### src/rtl/vram_pkg.sv
// vram_pkg
// Shared definitions for the frame-buffer access scheduler.
//   ADDR_W / DATA_W : linear pixel address width and 4:4:4 pixel width
//   H_RES / V_RES   : visible raster size, PIX_COUNT = H_RES * V_RES
//   clr_state_t     : clear engine state encoding
//   grant_t         : which requester owns the RAM slot in a given cycle
package vram_pkg;

    localparam int H_RES     = 640;
    localparam int V_RES     = 480;
    localparam int PIX_COUNT = H_RES * V_RES;
    localparam int ADDR_W    = 19;
    localparam int DATA_W    = 12;

    typedef enum logic {
        ST_IDLE  = 1'b0,
        ST_CLEAR = 1'b1
    } clr_state_t;

    typedef enum logic [1:0] {
        GNT_NONE = 2'd0,
        GNT_DISP = 2'd1,
        GNT_FIFO = 2'd2,
        GNT_CLR  = 2'd3
    } grant_t;

endpackage

### src/rtl/vram_wr_fifo.sv
// vram_wr_fifo
// Small synchronous FIFO buffering host pixel writes as {addr, data} entries.
// Ports:
//   pclk, reset      : pixel clock, asynchronous active-low reset (empties FIFO)
//   push, push_data  : enqueue an entry (ignored when full)
//   pop, pop_data    : dequeue the head entry (ignored when empty); pop_data
//                      always shows the current head
//   full, empty      : occupancy flags
module vram_wr_fifo #(
    parameter int ENTRY_W = 31,
    parameter int DEPTH   = 4
) (
    input  logic               pclk,
    input  logic               reset,
    input  logic               push,
    input  logic [ENTRY_W-1:0] push_data,
    input  logic               pop,
    output logic [ENTRY_W-1:0] pop_data,
    output logic               full,
    output logic               empty
);

    localparam int PTR_W = $clog2(DEPTH);

    logic [ENTRY_W-1:0] storage [DEPTH];
    logic [PTR_W:0]     wr_ptr;
    logic [PTR_W:0]     rd_ptr;
    logic               do_push;
    logic               do_pop;

    // Pointers carry one extra wrap bit so full and empty can be told apart
    // when the index bits coincide.
    assign empty    = (wr_ptr == rd_ptr);
    assign full     = (wr_ptr[PTR_W] != rd_ptr[PTR_W]) &&
                      (wr_ptr[PTR_W-1:0] == rd_ptr[PTR_W-1:0]);
    assign do_push  = push && !full;
    assign do_pop   = pop && !empty;
    assign pop_data = storage[rd_ptr[PTR_W-1:0]];

    // Pointer update; reset discards every pending entry.
    always_ff @(posedge pclk or negedge reset) begin
        if (!reset) begin
            wr_ptr <= '0;
            rd_ptr <= '0;
        end else begin
            if (do_push) wr_ptr <= wr_ptr + 1'b1;
            if (do_pop)  rd_ptr <= rd_ptr + 1'b1;
        end
    end

    // Entry storage needs no reset: the pointers define what is valid.
    always_ff @(posedge pclk) begin
        if (do_push) storage[wr_ptr[PTR_W-1:0]] <= push_data;
    end

endmodule

### src/rtl/vram_arbiter.sv
// vram_arbiter
// Single-port frame-buffer scheduler. One RAM slot per cycle, fixed priority:
// display read > buffered host write > clear-engine write.
// Ports:
//   pclk, reset                      : pixel clock, async active-low reset
//   disp_req, disp_addr              : scan-out read request (never stalled)
//   disp_data, disp_data_valid       : returned pixel, 3 cycles after request
//   wr_valid, wr_ready, wr_addr/data : host write handshake into the FIFO
//   clr_start, clr_color, clr_busy   : full-screen clear command and status
//   mem_addr, mem_we, mem_wdata      : registered RAM controls
//   mem_rdata                        : RAM read data, one cycle after address
module vram_arbiter
    import vram_pkg::*;
#(
    parameter int ADDR_W     = vram_pkg::ADDR_W,
    parameter int DATA_W     = vram_pkg::DATA_W,
    parameter int FIFO_DEPTH = 4,
    parameter int PIX_COUNT  = vram_pkg::PIX_COUNT
) (
    input  logic              pclk,
    input  logic              reset,
    input  logic              disp_req,
    input  logic [ADDR_W-1:0] disp_addr,
    output logic [DATA_W-1:0] disp_data,
    output logic              disp_data_valid,
    input  logic              wr_valid,
    output logic              wr_ready,
    input  logic [ADDR_W-1:0] wr_addr,
    input  logic [DATA_W-1:0] wr_data,
    input  logic              clr_start,
    input  logic [DATA_W-1:0] clr_color,
    output logic              clr_busy,
    output logic [ADDR_W-1:0] mem_addr,
    output logic              mem_we,
    output logic [DATA_W-1:0] mem_wdata,
    input  logic [DATA_W-1:0] mem_rdata
);

    localparam logic [ADDR_W-1:0] CLR_LAST = ADDR_W'(PIX_COUNT - 1);

    clr_state_t        state_q;
    clr_state_t        state_d;
    grant_t            grant;
    logic [ADDR_W-1:0] clr_cnt;
    logic [DATA_W-1:0] clr_color_q;
    logic              clr_last;
    logic              fifo_full;
    logic              fifo_empty;
    logic              fifo_push;
    logic              fifo_pop;
    logic [ADDR_W-1:0] fifo_addr;
    logic [DATA_W-1:0] fifo_data;
    logic [1:0]        disp_dly;

    // Host writes are refused for the whole clear so nothing can land on
    // top of the fill after it starts.
    assign wr_ready  = !fifo_full && (state_q == ST_IDLE);
    assign fifo_push = wr_valid && wr_ready;
    assign fifo_pop  = (grant == GNT_FIFO);
    assign clr_busy  = (state_q == ST_CLEAR);
    assign clr_last  = (clr_cnt == CLR_LAST);

    vram_wr_fifo #(
        .ENTRY_W (ADDR_W + DATA_W),
        .DEPTH   (FIFO_DEPTH)
    ) u_wr_fifo (
        .pclk      (pclk),
        .reset     (reset),
        .push      (fifo_push),
        .push_data ({wr_addr, wr_data}),
        .pop       (fifo_pop),
        .pop_data  ({fifo_addr, fifo_data}),
        .full      (fifo_full),
        .empty     (fifo_empty)
    );

    // Clear FSM state register.
    always_ff @(posedge pclk or negedge reset) begin
        if (!reset) state_q <= ST_IDLE;
        else        state_q <= state_d;
    end

    // Slot arbitration and clear FSM next state. Queued host writes beat the
    // clear, which is what makes writes accepted before clr_start land first.
    always_comb begin
        grant   = GNT_NONE;
        state_d = state_q;
        if (disp_req)               grant = GNT_DISP;
        else if (!fifo_empty)       grant = GNT_FIFO;
        else if (state_q == ST_CLEAR) grant = GNT_CLR;

        case (state_q)
            ST_IDLE:  if (clr_start) state_d = ST_CLEAR;
            ST_CLEAR: if (grant == GNT_CLR && clr_last) state_d = ST_IDLE;
            default:  state_d = ST_IDLE;
        endcase
    end

    // Clear address counter and latched fill colour. The counter parks on
    // the last address rather than wrapping.
    always_ff @(posedge pclk or negedge reset) begin
        if (!reset) begin
            clr_cnt     <= '0;
            clr_color_q <= '0;
        end else if (state_q == ST_IDLE && clr_start) begin
            clr_cnt     <= '0;
            clr_color_q <= clr_color;
        end else if (grant == GNT_CLR && !clr_last) begin
            clr_cnt     <= clr_cnt + 1'b1;
        end
    end

    // Registered RAM controls. Idle and display-read cycles keep the last
    // write data so the bus only toggles when a write is issued.
    always_ff @(posedge pclk or negedge reset) begin
        if (!reset) begin
            mem_addr  <= '0;
            mem_we    <= 1'b0;
            mem_wdata <= '0;
        end else begin
            case (grant)
                GNT_DISP: begin
                    mem_addr <= disp_addr;
                    mem_we   <= 1'b0;
                end
                GNT_FIFO: begin
                    mem_addr  <= fifo_addr;
                    mem_wdata <= fifo_data;
                    mem_we    <= 1'b1;
                end
                GNT_CLR: begin
                    mem_addr  <= clr_cnt;
                    mem_wdata <= clr_color_q;
                    mem_we    <= 1'b1;
                end
                default: mem_we <= 1'b0;
            endcase
        end
    end

    // Read return pipeline: request -> address register -> RAM -> capture.
    // Two delay stages plus the capture register give the fixed latency of 3.
    always_ff @(posedge pclk or negedge reset) begin
        if (!reset) begin
            disp_dly        <= '0;
            disp_data_valid <= 1'b0;
            disp_data       <= '0;
        end else begin
            disp_dly        <= {disp_dly[0], disp_req};
            disp_data_valid <= disp_dly[1];
            if (disp_dly[1]) disp_data <= mem_rdata;
        end
    end

endmodule
### config.mk
export PLATFORM = sky130hd
export DESIGN_NAME = vram_arbiter
export DESIGN_NICKNAME = d
export VERILOG_FILES = /design/src/rtl/vram_pkg.sv /design/src/rtl/vram_wr_fifo.sv /design/src/rtl/vram_arbiter.sv
export SDC_FILE = /design/constraint.sdc
export NUM_CORES = 1
export LEC_CHECK = 0
export ABC_CLOCK_PERIOD_IN_PS = 6200
export CORE_AREA = 2 2 143 131
export DETAILED_ROUTE_END_ITERATION = 10
export DIE_AREA = 0 0 145 133
export PLACE_DENSITY = 0.74
export SLEW_MARGIN = 40
export SYNTH_ARGS = -nofsm -noshare
export SYNTH_HDL_FRONTEND = slang
export SYNTH_SLANG_ARGS = --single-unit
### constraint.sdc
create_clock -name pclk -period 6.2 [get_ports pclk]
set_input_delay 1.24 -clock pclk [delete_from_list [all_inputs] [get_ports pclk]]
set_output_delay 1.24 -clock pclk [all_outputs]
set_load 0.01 [all_outputs]
* Word-level counts from Yosys, hierarchy flattened *
Memories as Yosys holds them, arrays and structs flattened.
Index checks and enable logic that the tools add are counted.

cells by class
  divide/modulo/power cells = 0
  $lt $le $gt $ge = 0
  bitwise operators = 1
  mux-type cells = 13
  equal/unequal tests = 7
  multipliers = 0
  add/sub/neg operators = 3
  shifts and indexed selects = 0
  reductions and logical operators = 15

operators by type and width
  operator                                                               count
  19-bit case mux with 3 select lines                                    1
  19-bit two-way mux                                                     2
  12-bit case mux with 2 select lines                                    1
  19-bit by 1-bit adder with 19-bit output, second input constant        1
  19-bit equality test, second input constant                            1
  1-bit logical AND                                                      8
  3-bit by 1-bit adder with 3-bit output, second input constant          2
  2-bit two-way mux                                                      3
  1-bit two-way mux                                                      5
  2-bit equality test, second input constant                             2
  2-bit nonzero test                                                     2
  3-bit equality test                                                    1
  1-bit logical NOT                                                      3
  3-bit nonzero test                                                     1
  2-bit by 1-bit equality test with 1-bit output, second input constant  1
  2-bit equality test                                                    1
  1-bit case mux with 2 select lines                                     1
  2-bit OR reduction                                                     1
  1-bit inequality test                                                  1
  1-bit NOT                                                              1

storage, ports and cells
  bits in latches = 0
  memory bits (read-only) = 0
  RAM bits = 124
  bits in registers = 85
  output and inout port bits = 47
  memories kept = 1

memories
  name               words  width  read ports  clocked after memory_dff  wr ports  line                RTL
  u_wr_fifo.storage  4      31     1           0                         1         vram_wr_fifo.sv:25  logic [ENTRY_W-1:0] storage [DEPTH];

* Longest topological paths before layout *
  depth after elaboration = 8
  depth in mapped cells = 7

* Hierarchy *
From an unflattened synthesis, not the netlist that was laid out.

second synthesis, totals
  cell total of the unflattened synthesis = 572
  area total of the unflattened synthesis = 8570.7 um2

by module, submodules not included
  module        times used  area an instance (um2)  cells each
  vram_wr_fifo  1           4989.8                  211
  vram_arbiter  1           3580.9                  361

* Worst setup path before layout *
OpenSTA, ideal clock, no wires.

  kind = in2reg
  start = input port wr_valid
  end = memory u_wr_fifo.storage[3][0], enable pin
  stages = 3
  arrival = 2.523 ns
  buffers on the path = 0
  slack = 3.285 ns
  cells stage by stage = inv_1 a311oi_2 and2_1

between the ends
  longest elaborated chain between the ends = 4

ends and longest elaborated chain
  item                                     line                RTL
  start: declaration                       vram_arbiter.sv:26  input logic wr_valid,
  1-bit logical AND                        vram_arbiter.sv:58  assign fifo_push = wr_valid && wr_ready;
  1-bit logical AND                        vram_wr_fifo.sv:36  assign do_push = push && !full;
  1-bit two-way mux                        vram_wr_fifo.sv:53  if (do_push) storage[wr_ptr[PTR_W-1:0]] <= push_data;
  1-bit two-way mux (implied by the code)  vram_wr_fifo.sv:53
  end: declaration                         vram_wr_fifo.sv:25

Every way passes these cells.

* Worst setup path in the final report *
  start = register u_wr_fifo.rd_ptr[0]
  end = output port wr_ready

between the ends
  longest elaborated chain between the ends = 4

ends and longest elaborated chain
  item                      line                RTL
  start: declaration        vram_wr_fifo.sv:27  logic [PTR_W:0] rd_ptr;
  start signal: assignment  vram_wr_fifo.sv:47  if (do_pop) rd_ptr <= rd_ptr + 1'b1;
  2-bit equality test       vram_wr_fifo.sv:35  (wr_ptr[PTR_W-1:0] == rd_ptr[PTR_W-1:0]);
  1-bit logical AND         vram_wr_fifo.sv:34  assign full = (wr_ptr[PTR_W] != rd_ptr[PTR_W]) &&
  1-bit logical NOT         vram_arbiter.sv:57  assign wr_ready = !fifo_full && (state_q == ST_IDLE);
  1-bit logical AND         vram_arbiter.sv:57
  end: declaration          vram_arbiter.sv:27  output logic wr_ready,

Every way passes these cells.

==> summary.md <==
| Metric | Value |
|---|---|
| CP endpoint kind | `primary output` |
| CORE AREA | `17900 µm²` |
| CP required | `4.96 ns` |
| RD Place Congestion | `0.829` |
| Post-route ant nets | `0` |
| Yosys cell types | `47` |
| Clock Path Buffers | `3` |
| Critical Path AT | `2.61 ns` |
| Mapped Nets | `663` |
| Clock Latency Late Sink | `0.51 ns` |
| HPWL Detailed | `12.4 mm` |
| H-tree Lvls | `1` |
| Worst Skew | `0.0218 ns` |
| Lkg Pwr | `4.03 nW` |
| Starting density of the core | `0.491` |
| Final setup viols | `0` |
| Status | `finished, final reports clean` |
| Sequential share of the synthesized area | `0.665` |
| Worst-Margin Slew | `0.760 ns` |
| Total CTS buffers | `22` |
| FF-to-FF path depth | `5` |
| TritonRoute pass-1 iters | `5` |
| Startpoint Class | `flop` |
| Ys Warns | `0` |
| FFs w/ async S/R, synth | `0.407` |
| RSZ-0062 raised after global routing | `false` |
| Routed WL | `19.1 mm` |
| Fmax | `260 MHz` |
| Setup slack at placement | `2.83 ns` |
| Prevailing post-synth register cell | `edfxtp_1` |
| Root buf cell | `clkbuf_16` |
| Row count | `47` |
| Seq cells post-synth | `209` |
| Tot Pwr | `4.23 mW` |
| Largest net degree at the start of global routing | `86` |
| Die ar. | `19300 µm²` |
| Final hold violation count | `0` |
| Post-CTS resize count | `0` |
| Die width | `145 µm` |
| Tcrit/Tclk final | `0.621` |
| Routed vias/inst | `5.70` |
| Max-cap violations | `0` |
| Die Height | `133 µm` |
| CTS clk-pin slew, worst paths | `0.06 ns` |
| Crit Path Class | `flop to primary output` |
| Crit Path Max Fanout | `34` |
| Worst Hold Class | `flop to flop` |
| Vias | `5458` |
| Top Ports | `126` |
| GRT Total Usage | `0.200` |
| DRT iter0 DRCs | `482` |
| Pwr per Cell Area | `385 nW/µm²` |
| Share of layout cells above drive strength 1 | `0.147` |
| TNS Setup | `0 ns` |
| First-pass GRT wire length | `30.5 mm` |
| Min-Delay Path Depth | `0` |
| Clock sink total | `209` |
| Postcts setup bufs | `0` |
| Finished layout cell area | `11000 µm²` |
| Grt total ovfl | `0` |
| DR WL/cell | `19.9 µm` |
| DRC viols | `0` |
| Initial antenna violation count | `0` |
| Hold buffers post-CTS | `0` |
| Final Critical Period | `3.85 ns` |
| EDFF count, synth | `124` |
| Synthesized cell area | `8800 µm²` |
| CTS tree | `yes` |
| Seq. cell area | `5850 µm²` |
| Port-buffer cells | `125` |
| Syn Area/Cell | `15.2 µm²` |
| Area post-placement | `10200 µm²` |
| Nets | `782` |
| Peak VDD IR | `0.000292 V` |
| Relative slew slack | `0.492` |
| Max Slew Vio Count | `0` |
| Multi-input gate area | `2670 µm²` |
| P&R area growth vs syn | `24.9%` |
| Final cell utilization of the core | `0.613` |
| Vias in the first global route | `5623` |
| Number of antenna repair diodes | `0` |
| Setup WS post-layout | `2.35 ns` |
| Cells after Synth | `578` |
| Fill cell count | `1344` |
==> final timing paths <==
kind                                                 start                  endpoint  slack [ns]
setup reg to reg           u_wr_fifo.rd_ptr[0]$_DFFE_PN0P_    clr_cnt[1]$_DFFE_PN0P_        3.24
hold reg to reg                      disp_dly[0]$_DFF_PN0_     disp_dly[1]$_DFF_PN0_        0.35
max in group asynchronous                            reset  mem_addr[15]$_DFFE_PN0P_        4.92
setup / recovery           u_wr_fifo.rd_ptr[0]$_DFFE_PN0P_                  wr_ready        2.35
hold / removal                       disp_dly[0]$_DFF_PN0_     disp_dly[1]$_DFF_PN0_        0.35
min in group asynchronous                            reset  mem_wdata[7]$_DFFE_PN0N_        0.77
==> layout by cell type, fill, tap and decap left out, types with 7 or more instances in the layout <==
cell type,netlist,layout
a2bb2oi_1,19,19
nand2_1,82,81
clkdlybuf4s50_1,0,123
inv_1,23,23
a311o_1,19,19
a31oi_1,22,22
dfrtp_1,85,84
nand3_1,7,7
clkbuf_16,0,22
mux2i_1,8,8
mux4_2,31,31
buf_4,5,10
o22a_1,24,24
mux2_2,13,13
a21oi_1,9,9
edfxtp_1,124,124
==> per-layer routing <==
layer	GRT usage	routed length, µm
met4	0.0704	601
met3	0.0383	1150
met2	0.319	9160
met5	0	0
met1	0.278	8190
==> cells in the mapped netlist (3+ instances only) <==
cell type / count / share of area
or4_1: 6 / 0.0051
edfxtp_1: 124 / 0.42
clkbuf_1: 20 / 0.0085
nand4_1: 4 / 0.0028
and2_1: 4 / 0.0028
o22a_1: 24 / 0.024
xor2_1: 3 / 0.0030
buf_6: 3 / 0.0038
buf_2: 11 / 0.0063
a311o_1: 19 / 0.022
and4_1: 6 / 0.0060
a211oi_1: 4 / 0.0034
mux2_2: 13 / 0.017
and3_1: 4 / 0.0028
nand3_1: 7 / 0.0040
nand2_1: 82 / 0.035
buf_4: 5 / 0.0043
a31oi_1: 22 / 0.016
a2bb2oi_1: 19 / 0.019
a21oi_1: 9 / 0.0051
mux2i_1: 8 / 0.0091
o31ai_1: 6 / 0.0051
mux4_2: 31 / 0.079
inv_1: 23 / 0.0098
dfrtp_1: 85 / 0.24
ha_1: 6 / 0.0085
o21a_1: 3 / 0.0026
==> sequential cells by signal, indices dropped and copies added (netlist names) <==
register and cells:
clr_busy 1, clr_cnt 19, clr_color_q 12, disp_data 12
disp_data_valid 1, disp_dly 2, mem_addr 19, mem_wdata 12
mem_we 1, u_wr_fifo.rd_ptr 3, u_wr_fifo.storage 124, u_wr_fifo.wr_ptr 3
==> per-stage QoR <==
| stage | std cells | hold slack [ns] |
|---|---|---|
| 2_1_floorplan | 578 | 0.331 |
| 3_3_place_gp | 918 | 0.335 |
| 3_5_place_dp | 918 | 0.337 |
| 4_1_cts | 958 | 0.350 |
| 5_1_grt | 958 | 0.364 |
| 6_report | 958 | 0.347 |
==> cell type report <==
class	instances	share of cell area
repair buffers	135	0.121
well taps	245	0.0279
multi-input cells	306	0.243
clock inverters	11	0.0112
inverters	23	0.00786
flip-flops and latches	209	0.533
clock buffers	29	0.0570
==> where the power goes <==
group	internal, mW	switching (mW)	leakage [nW]
Combinational	0.633	0.584	1.50
Clock	0.798	0.525	0.372
Sequential	1.60	0.0926	2.16
==> critical path, cell delays in order, from the launching register on <==
cell,delay (ns)
dfrtp_2,0.33
buf_4,0.55
xnor2_4,0.35
a31oi_1,0.26
clkdlybuf4s50_1,0.60
==> cells by family after synthesis <==
logic type / count (synthesis) / share of synthesized area
simple gates: 125 / 0.0688
fa+ha+maj: 6 / 0.00853
xor+xnor: 8 / 0.0131
flops: 209 / 0.665
compound gates: 114 / 0.105
buf+inv: 63 / 0.0331
mux: 53 / 0.106
(Power assumes the default switching activity.)
==> RTL edit (same settings) <==
Set the package constant `ADDR_W` to 27 (it was 19).
--- a/src/rtl/vram_pkg.sv
+++ b/src/rtl/vram_pkg.sv
@@ -9,7 +9,7 @@
     localparam int H_RES     = 640;
     localparam int V_RES     = 480;
     localparam int PIX_COUNT = H_RES * V_RES;
-    localparam int ADDR_W    = 19;
+    localparam int ADDR_W    = 27;
     localparam int DATA_W    = 12;
 
     typedef enum logic {
Ports: changed (resized disp_addr, mem_addr and wr_addr); port bits go from 126 to 150. No check against the original RTL was run, so the function may have changed too.
==> RTL edit against the unedited design <==
Register-to-register slack worse by 0.63 ns. Sequential cell count up 48. Die area unchanged. Combinational power up 30%. Power up 24%. Sequential share of layout area up 2.0 points. Critical path depth up 1. Critical path type is now reg2reg. Via count up 24%. Area after synthesis up 20%. Largest power group unchanged. Maximum frequency up 7.3%. Design area up 19%. Wire length up 24%. Sequential power up 31%. Setup slack better by 0.26 ns.
==> RTL edit: results (changes against the unedited design) <==
### Synth
* **Post-synth ARST share** 0.3930, -0.01370
* **count of flip-flops with a built-in enable after synthesis** 156, +26%
* **top cells by count, synth** edfxtp_1 (156), dfrtp_1 (101), nand2_1 (85), a21oi_1 (41), mux4_2 (39)
* **sequential area share after synthesis** 0.6843, +0.01936
* **Compound-Gate Fraction of Synth Area** 0.08560, -0.01949
* **top area cells in the synthesized netlist** edfxtp_1 (44%), dfrtp_1 (24%), mux4_2 (8.3%)
* **net count after synthesis** 826, +25%
* **synthesized-area fraction occupied by adder cells** 0.007123, -0.001409
* **post-synthesis share of cell area spent on xor and xnor gates** 0.01247, -0.0006172
* **multiplexer share of the synthesized area** 0.1020, -0.004388

### Critical path
* **highest net fanout along the worst path** 24, -29%
* **kind of cell adding the most delay to the critical path** simple AND/OR/NAND/NOR gates
* **slowest cell delay on critical path** 0.89 ns, +0.29 ns
* **crit path max-delay cell type** nor4_2
* **startpoint of the worst register-to-register path** clr_busy
* **reg-to-reg endpoint** clr_cnt[18]
* **critical path arrival** 3.98 ns, +1.37 ns

### Global routing
* **via count of the first global-routing pass** 7151, +27%
* **global-route wire length before repair** 37880 microns, +24%
* **met2 Resource Use GR** 0.4397, +0.1206
* **largest net degree at the start of global routing** 77, -10%
* **overall global routing resource usage** 0.2504, +0.05081
* **global routing usage on met3** 0.04172, +0.003448

### Route
* **met2 WL post-DR** 12340 microns, +35%
* **number of vias after detailed routing** 6780, +24%
* **met3 wirelength from detailed routing** 1673 microns, +46%
* **DR iter-0 viols** 562, +17%
* **Routed Wire Length** 23780 microns, +24%

### Power and ir drop
* **switching share of total power** 0.3005, +0.01650
* **worst vdd ir** 0.2587 mV, -11%
* **Clock Power Share** 0.273, -0.040
* **sequential cell fraction of total power** 0.424, +0.024

### Place
* **Placer Congestion** 0.8496, +2.5%
* **DP Worst Slack** 2.966 ns, +0.1323 ns

### Status
* **status** finished clean

### Layout
* **share of post-route cells with drive strength above 1** 0.1369, -0.01039
* **number of flip-flops in the largest register** 156, +26%
* **final-layout fill cell count** 1137, -15%

### CTS
* **total CTS buffers** 25, +14%

### STA
* **slew at the pin with the worst max-slew slack** 0.8137 ns, +0.05365 ns
* **Clock Skews** 0.01932 ns, -0.002428 ns
* **fin worst setup slack** 2.614 ns, +0.2613 ns

==> RTL edit: changes by cell type after synthesis, sizes merged, moves of 16 or more <==
cell	before	now
edfxtp	124	156
clkbuf	20	38
o22a	24	0
o21ai	3	34
o31a	1	20
nor2	2	38
a311o	19	2
a21oi	10	41
dfrtp	85	101
==> RTL edit: cell type report <==
| class | count | share of cell area |
|---|---|---|
| inverter | 12 | 0.003449 |
| sequential | 257 | 0.5525 |
| tap | 245 | 0.02347 |
| multi-input combinational | 411 | 0.2412 |
| clock inverter | 5 | 0.002012 |
| timing repair buffer | 158 | 0.1196 |
| clock buffer | 41 | 0.05787 |
==> RTL edit: per-stage QoR <==
step	cell area, sq um	cells	hold WS, ns	total power (W)	util
CTS	13050	1129	0.3641	0.005267	0.7278
global placement	12230	1082	0.3344	0.003765	0.6819
floorplan	10540	725	0.3312	0.003154	-
global route	13060	1129	0.3631	0.005468	0.7281
finish	13060	1129	0.3584	0.005233	0.7281
detailed placement	12270	1083	0.3509	0.003826	0.6842
